File: src/rtl/vga_plot_sched_pkg.sv
// Shared widths, screen limits, colour names and types for the VGA plot scheduler.
package vga_plot_sched_pkg;

  localparam int unsigned XW    = 8;
  localparam int unsigned YW    = 7;
  localparam int unsigned CW    = 3;
  localparam int unsigned DEPTH = 4;
  localparam int unsigned PIX_W = XW + YW + CW;

  localparam logic [XW-1:0] XMAX = 8'd159;
  localparam logic [YW-1:0] YMAX = 7'd119;

  localparam logic [CW-1:0] COL_BLACK   = 3'b000;
  localparam logic [CW-1:0] COL_BLUE    = 3'b001;
  localparam logic [CW-1:0] COL_GREEN   = 3'b010;
  localparam logic [CW-1:0] COL_CYAN    = 3'b011;
  localparam logic [CW-1:0] COL_RED     = 3'b100;
  localparam logic [CW-1:0] COL_MAGENTA = 3'b101;
  localparam logic [CW-1:0] COL_YELLOW  = 3'b110;
  localparam logic [CW-1:0] COL_WHITE   = 3'b111;

  typedef enum logic [1:0] {
    IDLE = 2'd0,
    RUN  = 2'd1,
    DONE = 2'd2
  } fill_state_e;

  // Arbiter pointer: names the source that wins the next tie.
  typedef enum logic {
    SRC_FIFO = 1'b0,
    SRC_FILL = 1'b1
  } src_e;

  typedef struct packed {
    logic [XW-1:0] x;
    logic [YW-1:0] y;
    logic [CW-1:0] colour;
  } pixel_t;

  function automatic logic in_screen(input pixel_t p);
    return (p.x <= XMAX) && (p.y <= YMAX);
  endfunction

  function automatic logic [XW-1:0] clamp_x(input logic [XW-1:0] x);
    return (x > XMAX) ? XMAX : x;
  endfunction

  function automatic logic [YW-1:0] clamp_y(input logic [YW-1:0] y);
    return (y > YMAX) ? YMAX : y;
  endfunction

endpackage

File: src/rtl/vga_plot_sched_fifo.sv
// Small pixel FIFO: registered storage, wrapping pointers, count-based full/empty.
// Head entry is presented combinationally on rdata_o; a pop consumes it at the edge.
module vga_plot_sched_fifo
  import vga_plot_sched_pkg::*;
#(
  parameter int unsigned DEPTH_P = DEPTH
) (
  input  logic             clk_i,
  input  logic             reset_ni,
  input  logic             push_i,
  input  logic [PIX_W-1:0] wdata_i,
  input  logic             pop_i,
  output logic [PIX_W-1:0] rdata_o,
  output logic             full_o,
  output logic             empty_o
);

  localparam int unsigned AW    = $clog2(DEPTH_P);
  localparam int unsigned CNT_W = AW + 1;

  logic [PIX_W-1:0] mem_q [DEPTH_P];
  logic [AW-1:0]    wr_ptr_q, wr_ptr_d;
  logic [AW-1:0]    rd_ptr_q, rd_ptr_d;
  logic [CNT_W-1:0] count_q, count_d;
  logic             push_ok, pop_ok;

  assign full_o  = (count_q == CNT_W'(DEPTH_P));
  assign empty_o = (count_q == '0);
  assign push_ok = push_i & ~full_o;
  assign pop_ok  = pop_i & ~empty_o;
  assign rdata_o = mem_q[rd_ptr_q];

  // Pointer and occupancy next-state.
  always_comb begin
    // NOTE: every output of this block is defaulted first, so no path leaves one unassigned and no latch is inferred.
    wr_ptr_d = wr_ptr_q;
    rd_ptr_d = rd_ptr_q;
    count_d  = count_q;
    if (push_ok) wr_ptr_d = wr_ptr_q + 1'b1;
    if (pop_ok)  rd_ptr_d = rd_ptr_q + 1'b1;
    case ({push_ok, pop_ok})
      2'b10:   count_d = count_q + 1'b1;
      2'b01:   count_d = count_q - 1'b1;
      default: count_d = count_q;
    endcase
  end

  // Pointer and occupancy registers.
  always_ff @(posedge clk_i or negedge reset_ni) begin
    // NOTE: state is updated with non-blocking assignments so every register samples pre-edge values.
    if (!reset_ni) begin
      wr_ptr_q <= '0;
      rd_ptr_q <= '0;
      count_q  <= '0;
    end else begin
      wr_ptr_q <= wr_ptr_d;
      rd_ptr_q <= rd_ptr_d;
      count_q  <= count_d;
    end
  end

  // Entry storage, written at the tail on an accepted push.
  // NOTE: storage is deliberately not reset; count_q alone decides which entries are valid.
  always_ff @(posedge clk_i) begin
    if (push_ok) mem_q[wr_ptr_q] <= wdata_i;
  end

endmodule

File: src/rtl/vga_plot_sched.sv
// Plot-port scheduler for the VGA adapter: merges a buffered CPU pixel stream
// with a rectangle-fill engine through a two-way round-robin arbiter, drops
// off-screen CPU pixels, and drives registered x/y/colour/plot.
module vga_plot_sched
  import vga_plot_sched_pkg::*;
#(
  parameter int unsigned DEPTH_P = DEPTH
) (
  input  logic          clk_i,
  input  logic          reset_ni,
  input  logic          px_req_i,
  input  logic [XW-1:0] px_x_i,
  input  logic [YW-1:0] px_y_i,
  input  logic [CW-1:0] px_colour_i,
  output logic          px_ack_o,
  output logic          fifo_full_o,
  input  logic          fill_req_i,
  input  logic [XW-1:0] fill_x0_i,
  input  logic [XW-1:0] fill_x1_i,
  input  logic [YW-1:0] fill_y0_i,
  input  logic [YW-1:0] fill_y1_i,
  input  logic [CW-1:0] fill_colour_i,
  output logic          fill_busy_o,
  output logic          fill_done_o,
  output logic [XW-1:0] x_o,
  output logic [YW-1:0] y_o,
  output logic [CW-1:0] colour_o,
  output logic          plot_o
);

  // ---------------------------------------------------------------- FIFO
  logic             fifo_empty;
  logic             push;
  logic [PIX_W-1:0] fifo_rdata;
  pixel_t           head;
  pixel_t           px_in;

  assign px_in    = '{x: px_x_i, y: px_y_i, colour: px_colour_i};
  assign push     = px_req_i & ~fifo_full_o;
  assign px_ack_o = push;
  assign head     = pixel_t'(fifo_rdata);

  logic grant_fifo, grant_fill;

  vga_plot_sched_fifo #(
    .DEPTH_P (DEPTH_P)
  ) u_fifo (
    .clk_i    (clk_i),
    .reset_ni (reset_ni),
    .push_i   (push),
    .wdata_i  (px_in),
    .pop_i    (grant_fifo),
    .rdata_o  (fifo_rdata),
    .full_o   (fifo_full_o),
    .empty_o  (fifo_empty)
  );

  // ---------------------------------------------------------- fill engine
  fill_state_e   state_q, state_d;
  logic [XW-1:0] fx0_q, fx0_d;
  logic [XW-1:0] fx1_q, fx1_d;
  logic [YW-1:0] fy1_q, fy1_d;
  logic [CW-1:0] fcol_q, fcol_d;
  logic [XW-1:0] cx_q, cx_d;
  logic [YW-1:0] cy_q, cy_d;

  logic [XW-1:0] x1_eff;
  logic [YW-1:0] y1_eff;
  logic          fill_empty;
  logic          start_fill;
  logic          last_pix;

  // Bounds are clamped to the screen once, at start, so RUN only ever issues visible pixels.
  assign x1_eff     = clamp_x(fill_x1_i);
  assign y1_eff     = clamp_y(fill_y1_i);
  assign fill_empty = (fill_x0_i > x1_eff) || (fill_y0_i > y1_eff);
  assign start_fill = (state_q == IDLE) && fill_req_i;
  assign last_pix   = (cx_q == fx1_q) && (cy_q == fy1_q);

  // Fill FSM state register.
  always_ff @(posedge clk_i or negedge reset_ni) begin
    if (!reset_ni) state_q <= IDLE;
    else           state_q <= state_d;
  end

  // Fill FSM next-state logic.
  always_comb begin
    state_d = state_q;
    unique case (state_q)
      IDLE:    if (fill_req_i) state_d = fill_empty ? DONE : RUN;
      RUN:     if (grant_fill && last_pix) state_d = DONE;
      DONE:    state_d = IDLE;
      default: state_d = IDLE;
    endcase
  end

  // Fill FSM output decode.
  always_comb begin
    fill_busy_o = (state_q != IDLE);
    fill_done_o = (state_q == DONE);
  end

  // Fill bounds latch and raster counters (x inner, y outer).
  always_comb begin
    fx0_d  = fx0_q;
    fx1_d  = fx1_q;
    fy1_d  = fy1_q;
    fcol_d = fcol_q;
    cx_d   = cx_q;
    cy_d   = cy_q;
    if (start_fill) begin
      fx0_d  = fill_x0_i;
      fx1_d  = x1_eff;
      fy1_d  = y1_eff;
      fcol_d = fill_colour_i;
      cx_d   = fill_x0_i;
      cy_d   = fill_y0_i;
    end else if (grant_fill) begin
      if (cx_q == fx1_q) begin
        cx_d = fx0_q;
        cy_d = cy_q + 1'b1;
      end else begin
        cx_d = cx_q + 1'b1;
      end
    end
  end

  // Fill datapath registers.
  always_ff @(posedge clk_i or negedge reset_ni) begin
    if (!reset_ni) begin
      fx0_q  <= '0;
      fx1_q  <= '0;
      fy1_q  <= '0;
      fcol_q <= '0;
      cx_q   <= '0;
      cy_q   <= '0;
    end else begin
      fx0_q  <= fx0_d;
      fx1_q  <= fx1_d;
      fy1_q  <= fy1_d;
      fcol_q <= fcol_d;
      cx_q   <= cx_d;
      cy_q   <= cy_d;
    end
  end

  // ------------------------------------------------------------- arbiter
  src_e rr_q, rr_d;
  logic fifo_cand, fill_cand;

  assign fifo_cand = ~fifo_empty;
  assign fill_cand = (state_q == RUN);

  // Round-robin grant: a lone candidate always wins; on a tie rr_q decides.
  always_comb begin
    grant_fifo = 1'b0;
    grant_fill = 1'b0;
    if (fifo_cand && fill_cand) begin
      if (rr_q == SRC_FIFO) grant_fifo = 1'b1;
      else                  grant_fill = 1'b1;
    end else begin
      grant_fifo = fifo_cand;
      grant_fill = fill_cand;
    end
  end

  // Pointer moves to the other source after every grant, including a dropped off-screen pop.
  always_comb begin
    rr_d = rr_q;
    if (grant_fifo)      rr_d = SRC_FILL;
    else if (grant_fill) rr_d = SRC_FIFO;
  end

  // Round-robin pointer register.
  always_ff @(posedge clk_i or negedge reset_ni) begin
    if (!reset_ni) rr_q <= SRC_FIFO;
    else           rr_q <= rr_d;
  end

  // ------------------------------------------------------ output registers
  logic [XW-1:0] x_q, x_d;
  logic [YW-1:0] y_q, y_d;
  logic [CW-1:0] colour_q, colour_d;
  logic          plot_q, plot_d;

  // Plot selection: x/y/colour hold their last values whenever nothing is plotted.
  always_comb begin
    x_d      = x_q;
    y_d      = y_q;
    colour_d = colour_q;
    plot_d   = 1'b0;
    if (grant_fifo) begin
      if (in_screen(head)) begin
        plot_d   = 1'b1;
        x_d      = head.x;
        y_d      = head.y;
        colour_d = head.colour;
      end
    end else if (grant_fill) begin
      plot_d   = 1'b1;
      x_d      = cx_q;
      y_d      = cy_q;
      colour_d = fcol_q;
    end
  end

  // Plot port registers.
  always_ff @(posedge clk_i or negedge reset_ni) begin
    if (!reset_ni) begin
      x_q      <= '0;
      y_q      <= '0;
      colour_q <= '0;
      plot_q   <= 1'b0;
    end else begin
      x_q      <= x_d;
      y_q      <= y_d;
      colour_q <= colour_d;
      plot_q   <= plot_d;
    end
  end

  assign x_o      = x_q;
  assign y_o      = y_q;
  assign colour_o = colour_q;
  assign plot_o   = plot_q;

endmodule

File: config.mk
export PLATFORM = sky130hd
export DESIGN_NAME = vga_plot_sched
export DESIGN_NICKNAME = d
export VERILOG_FILES = /design/src/rtl/vga_plot_sched_pkg.sv /design/src/rtl/vga_plot_sched_fifo.sv /design/src/rtl/vga_plot_sched.sv
export SDC_FILE = /design/constraint.sdc
export NUM_CORES = 1
export LEC_CHECK = 0
export BUFFER_PORTS_ARGS = -buffer_cell sky130_fd_sc_hd__buf_4
export CORE_MARGIN = 2
export CORE_UTILIZATION = 39
export DETAILED_ROUTE_END_ITERATION = 10
export PLACE_DENSITY = 0.59
export SYNTH_ARGS = -nofsm -noshare
export SYNTH_HDL_FRONTEND = slang
export SYNTH_SLANG_ARGS = --single-unit
File: constraint.sdc
create_clock -name clk_i -period 3.7 [get_ports clk_i]
set_input_delay 0.74 -clock clk_i [delete_from_list [all_inputs] [get_ports clk_i]]
set_output_delay 0.74 -clock clk_i [all_outputs]
set_load 0.005 [all_outputs]
==> impl_metrics.py, run 1 <==
metrics = {
    "routing": {
        "drtIter0Drc": 256,
        "wl_per_cell_um": 17.8,
        "wl_um": 15100,
        "vias": 4394,
        "antenna_left": 0,
        "dr.pass1.iters": 4,
        "remaining_drc_errors": 0,
        "routed_via_density": 5.18,
    },
    "placement": {
        "dp_hpwl_um": 10600,
        "gp_congestion": 0.808,
        "io_buffers": 77,
        "preCtsSetupSlack_ns": 1.03,
    },
    "timing": {
        "max_freq_mhz": 371,
        "rsz0062_at_grt": "false",
        "period_needed_ns": 2.70,
        "tns_ns": 0,
        "fin_ws_ns": 1.00,
        "maxSlewHeadroom_pct": 35.7,
        "worst_pin_slew_ns": 0.964,
        "finalHoldViolCount": 0,
        "timing.hold.ws_ns": 0.432,
        "drv_slew": 0,
        "final.period_utilization_pct": 72.8,
        "finalSetupViolCount": 0,
        "skew_ns": 0.00734,
    },
    "die": {
        "initial_core_util_pct": 39.9,
        "rows": 47,
        "coreArea_um2": 16600,
        "io_pins": 78,
        "chipWidth_um": 135,
        "die-area_um2": 18100,
        "die_h_um": 135,
    },
    "yosys": {
        "syn_area_um2": 6650,
        "synth-edff-count": 72,
        "avgSynthCellArea_um2": 12.4,
        "ys_top_cells_by_area": "edfxtp_1, dfrtp_1, nand2_1",
        "yosys.area.top_type": "edfxtp_1",
        "async_reset_ff_share_pct": 49.3,
        "ys.flop_type": "edfxtp_1",
        "netlist_instances": 536,
        "ys_seq_area_share_pct": 58.9,
        "ys_types": 54,
        "syn_nets": 613,
        "ys_warn_count": 0,
        "synth_top_area_share_pct": 32.5,
        "ys_ff_latch": 142,
    },
    "clock_tree": {
        "path_clk_slew_ns": 0.06,
        "numCtsBuffers": 17,
        "numClockSinks": 142,
        "ctsHoldBuffers": 0,
        "htree_levels": 4,
        "cts_resized": 0,
        "clk_path_buf_depth": 2,
        "insertion_delay_ns": 0.42,
        "cts-root-buf": "clkbuf_16",
        "cts_tree": "yes",
        "cts_setup_buffers": 0,
    },
    "flow_run": {
        "drv_cap": 0,
    },
    "finish": {
        "drive_gt1_share_pct": 23.9,
        "utilization_pct": 48.3,
        "insertedDiodeCount": 0,
        "final_cell_mix": "nand2_1, buf_4, edfxtp_1, dfrtp_1, o21ai_0",
        "areaGrowthSynthToFinish_pct": 20.9,
        "nets": 692,
        "final_common_cell": "nand2_1",
    },
    "critical_path": {
        "r2r-end": "colour_o[1]",
        "cp.arrival_ns": 3.01,
        "cp-start-kind": "flop",
        "critPathCaptureType": "flop",
        "path_class": "reg -> reg",
        "ff2ff_setup_slack_ns": 1.00,
        "worstPathCellList": "buf_4, mux4_1, a41oi_2, nand2_4, mux2_4",
        "r2r_start": "u_fifo.rd_ptr_q[0]",
        "cpMaxStageDelayCell": "mux4_1",
        "crit_start": "u_fifo.rd_ptr_q[0]",
        "cp_slowest_stage_delay_ns": 0.61,
        "setup.worst_path.end": "colour_o[1]",
        "crit_fanout": 14,
        "ff2ff_path_depth": 5,
        "required_ns": 4.01,
    },
    "outcome": {
        "status": "complete, no violations",
    },
    "global_route": {
        "grt_pass1_vias": 4573,
        "grt_pass1_wl_um": 24600,
        "overflow": 0,
        "grt_max_degree": 71,
        "grt_antenna_before_repair": 0,
        "track_usage_pct": 17.9,
    },
    "power": {
        "p_per_area_nw_per_um2": 749,
        "p_leak_nw": 3.31,
        "vdd_drop_max_mv": 0.413,
        "power.total_w": 0.00602,
    },
    "hold_path": {
        "hold_class": "in -> async",
    },
}
-- cells in the mapped netlist, types with 2 or more instances --
library cell	n
nand2_1	99
edfxtp_1	72
dfrtp_1	70
o21ai_0	34
inv_1	23
a21oi_1	22
ha_1	21
nor2_1	18
xnor2_1	18
mux4_2	16
clkbuf_1	12
nand4_1	11
mux2_4	8
nor3_1	8
mux2_2	7
xor2_1	7
mux2i_1	6
a31oi_1	5
and2_1	5
nor2b_1	5
o21a_1	5
buf_2	4
nand2b_1	4
nand3_1	4
o211ai_1	4
a41oi_1	3
and3_1	3
buf_1	3
o31a_1	3
a2111oi_0	2
a21o_1	2
a22o_1	2
and4_1	2
buf_6	2
clkbuf_2	2
mux4_1	2
nor4_1	2
o311ai_0	2
or3_1	2
or4b_2	2
-- kinds of logic after synthesis --
| kind of cell | Yosys count | share of synthesized area [%] |
|---|---|---|
| AO/OA/AOI/OAI | 93 | 8.96 |
| XOR/XNOR | 25 | 3.29 |
| adder cells (fa/ha/maj) | 22 | 4.25 |
| buffers and inverters | 46 | 2.94 |
| flip-flops | 142 | 58.9 |
| multiplexers | 39 | 10.1 |
| AND/OR/NAND/NOR | 169 | 11.6 |
-- flip-flops by register name, indices dropped and copies added (netlist names) --
| name | flops |
|---|---|
| colour_o | 3 |
| cx_q | 8 |
| cy_q | 7 |
| fcol_q | 3 |
| fx0_q | 8 |
| fx1_q | 8 |
| fy1_q | 7 |
| plot_o | 1 |
| rr_q | 1 |
| state_q | 2 |
| u_fifo.count_q | 3 |
| u_fifo.mem_q | 72 |
| u_fifo.rd_ptr_q | 2 |
| u_fifo.wr_ptr_q | 2 |
| x_o | 8 |
| y_o | 7 |
-- critical path, delay by kind of cell, from the launching register on --
family,cells,cell delay [ns]
simple gates,1,0.27
flops,1,0.53
compound gates,1,0.56
buf+inv,1,0.25
mux,2,0.97
-- metrics by stage --
| step | area (µm²) | instances |
|---|---|---|
| after floorplan | 6650 | 536 |
| after global placement | 7440 | 816 |
| after detailed placement | 7440 | 816 |
| after CTS | 8040 | 848 |
| after global routing | 8040 | 848 |
| final | 8040 | 848 |
-- report_power, final --
group,switching (W),internal (W)
Combinational,0.00100,0.000958
Clock,0.000680,0.00106
Sequential,0.000277,0.00204
Total,0.00196,0.00406
-- final cells by class --
| type | instances | area, µm² |
|---|---|---|
| multi-input combinational | 348 | 2540 |
| tap | 220 | 275 |
| clock buffer | 21 | 472 |
| clock inverter | 11 | 131 |
| inverter | 23 | 86.3 |
| sequential | 142 | 3910 |
| fill | 1488 | 8600 |
| timing repair buffer | 83 | 623 |
-- metal layers --
metal	vias up	global-route usage (%)	part of all wire (%)
li1	2104	-	-
met1	2150	24.6	47
met2	118	27.6	46
met3	22	5.18	5.2
met4	0	5.56	1.7
met5	-	0	0
-- worst min-delay path by stage --
stage	from	end	slack (ns)	cells past startpoint
global placement	fx0_q[7]	fx0_q[7]	0.46	2
detailed placement	fx0_q[6]	fx0_q[6]	0.47	1
finish	reset_ni	fx1_q[7]	0.43	1
floorplan	reset_ni	colour_o[0]	0.44	0
CTS	fx0_q[6]	fx0_q[6]	0.48	1
global route	px_y_i[0]	u_fifo.mem_q[2][3]	0.50	1
(Power assumes the default switching activity.)
==> run 2: changes to the inputs <==
==> constraint.sdc (replaced) <==
create_clock -name clk_i -period 2.7 [get_ports clk_i]
set_input_delay 0.54 -clock clk_i [delete_from_list [all_inputs] [get_ports clk_i]]
set_output_delay 0.54 -clock clk_i [all_outputs]
set_load 0.005 [all_outputs]
==> run 2 against run 1 <==
Effect of this change: worst hold slack worse by 0.19 ns; sequential power up 37%; fmax grew 14%; worst setup slack worse by 0.66 ns; clock skew decreased by 0.00053 ns; final area is 1.9% higher; critical endpoint is now y_o[2]; largest power group unchanged.
==> impl_metrics.py, run 2 (synthesized netlist as in run 1, its figures left out) <==
metrics = {
    "finish": {
        "top_register": "u_fifo.mem_q",
        "insertedDiodeCount": 0,
        "areaGrowthSynthToFinish_pct": 23.2,
        "largest_reg_flops": 72,
        "nets": 708,
        "utilization_pct": 49.2,
        "final_cell_mix": "nand2_1, buf_4, edfxtp_1, dfrtp_1, o21ai_0",
        "fillers": 1477,
        "drive_gt1_share_pct": 26.1,
    },
    "placement": {
        "gp_congestion": 0.851,
        "dp_hpwl_um": 10900,
        "io_buffers": 77,
    },
    "clock_tree": {
        "cts_setup_buffers": 0,
        "numCtsBuffers": 17,
        "insertion_delay_ns": 0.42,
        "numClockSinks": 142,
        "htree_levels": 4,
        "cts-root-buf": "clkbuf_16",
        "cts_tree": "yes",
        "ctsHoldBuffers": 0,
        "clk_path_buf_depth": 2,
        "path_clk_slew_ns": 0.06,
        "cts_resized": 0,
    },
    "timing": {
        "skew_ns": 0.00681,
        "maxSlewHeadroom_pct": 39.3,
        "period_needed_ns": 2.36,
        "drv_slew": 0,
        "max_freq_mhz": 424,
        "worst_pin_slew_ns": 0.910,
        "rsz0062_at_grt": "false",
        "finalHoldViolCount": 0,
        "finalSetupViolCount": 0,
        "final.period_utilization_pct": 87.3,
        "tns_ns": 0,
    },
    "critical_path": {
        "crit_family": "multiplexers",
        "critPathCaptureType": "flop",
        "worstPathCellList": "buf_4, mux4_2, o211ai_4, nand2_4, mux2_4",
        "required_ns": 3.00,
        "cp_slowest_stage_delay_ns": 0.58,
        "cp-start-kind": "flop",
        "cpMaxStageDelayCell": "dfrtp_1",
        "cp_num_buf_inv": 1,
        "r2r-end": "y_o[2]",
        "crit_fanout": 14,
        "ff2ff_path_depth": 5,
        "r2r_start": "u_fifo.rd_ptr_q[0]",
        "path_class": "reg -> reg",
        "cp.arrival_ns": 2.66,
        "ff2ff_setup_slack_ns": 0.34,
    },
    "routing": {
        "wl_per_cell_um": 17.5,
        "dr.pass1.iters": 5,
        "routed_via_density": 5.17,
        "remaining_drc_errors": 0,
        "antenna_left": 0,
        "drtIter0Drc": 246,
        "wl_um": 15100,
        "vias": 4468,
    },
    "hold_path": {
        "hold_class": "in -> async",
    },
    "global_route": {
        "track_usage_pct": 17.7,
        "grt_max_degree": 71,
        "overflow": 0,
        "grt_pass1_vias": 4685,
        "grt_antenna_before_repair": 0,
        "grt_pass1_wl_um": 24500,
    },
    "die": {
        "die_h_um": 135,
        "coreArea_um2": 16600,
        "chipWidth_um": 135,
        "initial_core_util_pct": 39.9,
        "io_pins": 78,
        "rows": 47,
        "die-area_um2": 18100,
    },
    "power": {
        "p_leak_nw": 3.41,
        "p_per_area_nw_per_um2": 1040,
        "vdd_drop_max_mv": 0.680,
        "power.total_w": 0.00849,
    },
    "flow_run": {
        "drv_cap": 0,
    },
    "outcome": {
        "status": "complete, no violations",
    },
}
## run 2: cell types whose count changed in the layout (fill, tap and decap cells not counted), sizes merged
| cell | change |
|---|---|
| inv | +3 |
| clkinv | -2 |
| clkbuf | -1 |
| buf | +16 |
## run 2: per-layer routing
| layer | vias to the layer above | track usage [%] | part of all wire, % |
|---|---|---|---|
| met3 | 25 | 4.47 | 4.7 |
| met5 | - | 0 | 0 |
| met2 | 109 | 27.9 | 47 |
| met1 | 2205 | 23.8 | 46 |
| met4 | 0 | 6.84 | 2.3 |
| li1 | 2129 | - | - |
## run 2: worst max path at each step
stage,to,start,cells after the start
2_1_floorplan,u_fifo.count_q[2],u_fifo.count_q[0],10
3_3_place_gp,colour_o[0],u_fifo.rd_ptr_q[0],5
3_5_place_dp,x_o[4],u_fifo.rd_ptr_q[0],5
4_1_cts,y_o[2],u_fifo.rd_ptr_q[0],5
5_1_grt,u_fifo.count_q[2],u_fifo.count_q[0],9
6_report,y_o[2],u_fifo.rd_ptr_q[0],5
## run 2: final cells by class
cell class                      count  area, µm²  area share, %
Clock buffer                       20        489           5.97
Clock inverter                     12        143           1.74
Inverter                           23       86.3           1.05
Multi-Input combinational cell    348       2540           31.0
Sequential cell                   142       3910           47.8
Tap cell                          220        275           3.36
Timing Repair Buffer               99        743           9.08
## run 2: stage by stage
stage / cells / area [µm²] / setup WS [ns] / hold WS (ns)
after floorplan: 536 / 6650 / 0.478 / 0.244
after global placement: 832 / 7560 / 0.389 / 0.463
after detailed placement: 832 / 7560 / 0.320 / 0.468
after CTS: 864 / 8190 / 0.321 / 0.290
after global routing: 864 / 8190 / 0.175 / 0.298
final: 864 / 8190 / 0.344 / 0.247
## run 2: report_power, final
| group | total (W) | switching [W] | internal, W | leakage [nW] |
|---|---|---|---|---|
| Combinational | 0.00286 | 0.00143 | 0.00143 | 1.58 |
| Clock | 0.00246 | 0.000944 | 0.00151 | 0.303 |
| Sequential | 0.00317 | 0.000368 | 0.00280 | 1.53 |
| Total | 0.00849 | 0.00274 | 0.00575 | 3.41 |
==> run 3: changes to the inputs <==
==> constraint.sdc (replaced) <==
create_clock -name clk_i -period 2.4 [get_ports clk_i]
set_input_delay 0.48 -clock clk_i [delete_from_list [all_inputs] [get_ports clk_i]]
set_output_delay 0.48 -clock clk_i [all_outputs]
set_load 0.005 [all_outputs]
==> run 3 against run 2 <==
Effect of this change: final area increased by 0.46%; critical path depth unchanged; sequential power increased by 10%; power increased by 11%; clock skew increased by 0.0056 ns; highest routed layer unchanged; non-clock buffer count increased by 7; routed wire length about the same; sequential share of layout area decreased by 0.22 points; critical path type unchanged; worst setup slack got worse by 0.070 ns; cell count increased by 0.81%.
==> impl_metrics.py, run 3 (synthesized netlist as in run 1, its figures left out) <==
metrics = {
    "outcome": {
        "status": "complete, no violations",
    },
    "power": {
        "p_leak_nw": 3.43,
        "p_per_area_nw_per_um2": 1150,
        "vdd_drop_max_mv": 0.680,
    },
    "placement": {
        "gp_congestion": 0.873,
        "dp_hpwl_um": 11000,
        "io_buffers": 77,
        "placed_area_um2": 7650,
    },
    "routing": {
        "routed_via_density": 5.15,
        "remaining_drc_errors": 0,
        "drtIter0Drc": 213,
        "antenna_left": 0,
        "dr.pass1.iters": 4,
        "wl_per_cell_um": 17.4,
        "vias": 4486,
        "wl_um": 15100,
    },
    "global_route": {
        "track_usage_pct": 17.9,
        "grt_pass1_vias": 4509,
        "grt_antenna_before_repair": 0,
        "overflow": 0,
        "grt_pass1_wl_um": 24600,
        "grt_max_degree": 71,
    },
    "clock_tree": {
        "clk_path_buf_depth": 2,
        "cts-root-buf": "clkbuf_16",
        "insertion_delay_ns": 0.43,
        "cts_setup_buffers": 0,
        "numClockSinks": 142,
        "cts_tree": "yes",
        "ctsHoldBuffers": 0,
        "path_clk_slew_ns": 0.06,
        "cts_resized": 0,
        "htree_levels": 4,
        "numCtsBuffers": 17,
    },
    "finish": {
        "fillers": 1467,
        "final_area_um2": 8230,
        "nets": 715,
        "largest_reg_flops": 72,
        "final_common_cell": "buf_4",
        "insertedDiodeCount": 0,
        "drive_gt1_share_pct": 26.6,
        "top_register": "u_fifo.mem_q",
        "final_cell_mix": "buf_4, nand2_1, edfxtp_1, dfrtp_1, o21ai_0",
        "areaGrowthSynthToFinish_pct": 23.8,
    },
    "critical_path": {
        "crit_fanout": 14,
        "cp.arrival_ns": 2.43,
        "critPathCaptureType": "flop",
        "ff2ff_setup_slack_ns": 0.27,
        "path_class": "reg -> reg",
        "required_ns": 2.71,
        "cp-start-kind": "flop",
    },
    "timing": {
        "final.period_utilization_pct": 88.6,
        "finalHoldViolCount": 0,
        "maxSlewHeadroom_pct": 39.2,
        "timing.hold.ws_ns": 0.169,
        "period_needed_ns": 2.13,
        "drv_slew": 0,
        "max_freq_mhz": 470,
        "finalSetupViolCount": 0,
        "rsz0062_at_grt": "false",
        "tns_ns": 0,
        "worst_pin_slew_ns": 0.913,
        "skew_ns": 0.0124,
    },
    "flow_run": {
        "drv_cap": 0,
    },
    "die": {
        "coreArea_um2": 16600,
        "die_h_um": 135,
        "die-area_um2": 18100,
        "io_pins": 78,
        "initial_core_util_pct": 39.9,
        "chipWidth_um": 135,
        "rows": 47,
    },
    "hold_path": {
        "hold_class": "in -> async",
    },
}
[run 3: changes by cell type in the layout (fill, tap and decap cells not counted), moves of 2 or more]
cell / before / now
inv_6: 5 / 1
buf_4: 99 / 103
clkbuf_1: 0 / 2
clkinv_4: 0 / 5
buf_12: 0 / 3
[run 3: layer usage]
layer	share of wire, %	vias to the layer above	GRT usage (%)
li1	-	2152	-
met1	46	2204	24.6
met2	48	114	28.1
met3	4.2	16	4.09
met4	1.7	0	6.55
met5	0	-	0
[run 3: worst paths after layout]
path,endpoint,startpoint,depth (start not counted)
setup / recovery,colour_o[2],u_fifo.rd_ptr_q[0],5
hold / removal,fx1_q[7],reset_ni,1
setup reg to reg,colour_o[2],u_fifo.rd_ptr_q[0],5
hold reg to reg,fx0_q[5],fx0_q[5],2
max in group asynchronous,y_o[6],reset_ni,1
min in group clk_i,u_fifo.mem_q[2][1],px_colour_i[1],1
[run 3: cell type report]
| type | instances | area, µm² | share of cell area, % |
|---|---|---|---|
| Clock inverter | 11 | 108 | 1.31 |
| Inverter | 23 | 86.3 | 1.05 |
| Clock buffer | 21 | 472 | 5.73 |
| Multi-Input combinational cell | 348 | 2540 | 30.9 |
| Timing Repair Buffer | 106 | 833 | 10.1 |
| Sequential cell | 142 | 3910 | 47.6 |
| Tap cell | 220 | 275 | 3.35 |
[run 3: metrics by stage]
stage / utilization, % / power, W / setup slack, ns / cells
detailed placement: 46.0 / 0.00695 / 0.157 / 839
global route: 49.4 / 0.00998 / 0.106 / 871
global placement: 46.0 / 0.00685 / 0.215 / 839
CTS: 49.4 / 0.00954 / 0.262 / 871
finish: 49.4 / 0.00942 / 0.274 / 871
floorplan: - / 0.00571 / 0.178 / 536
[run 3: worst max-delay path, stage by stage (launching register included)]
cell     delay (ns)
dfrtp_1        0.44
mux4_1         0.56
and3_1         0.22
a41oi_2        0.24
nand2_4        0.20
mux2_4         0.34
[run 3: power by group]
group          internal (W)  switching [W]
sequential          0.00315       0.000355
combinational       0.00169        0.00167
clock               0.00152        0.00104
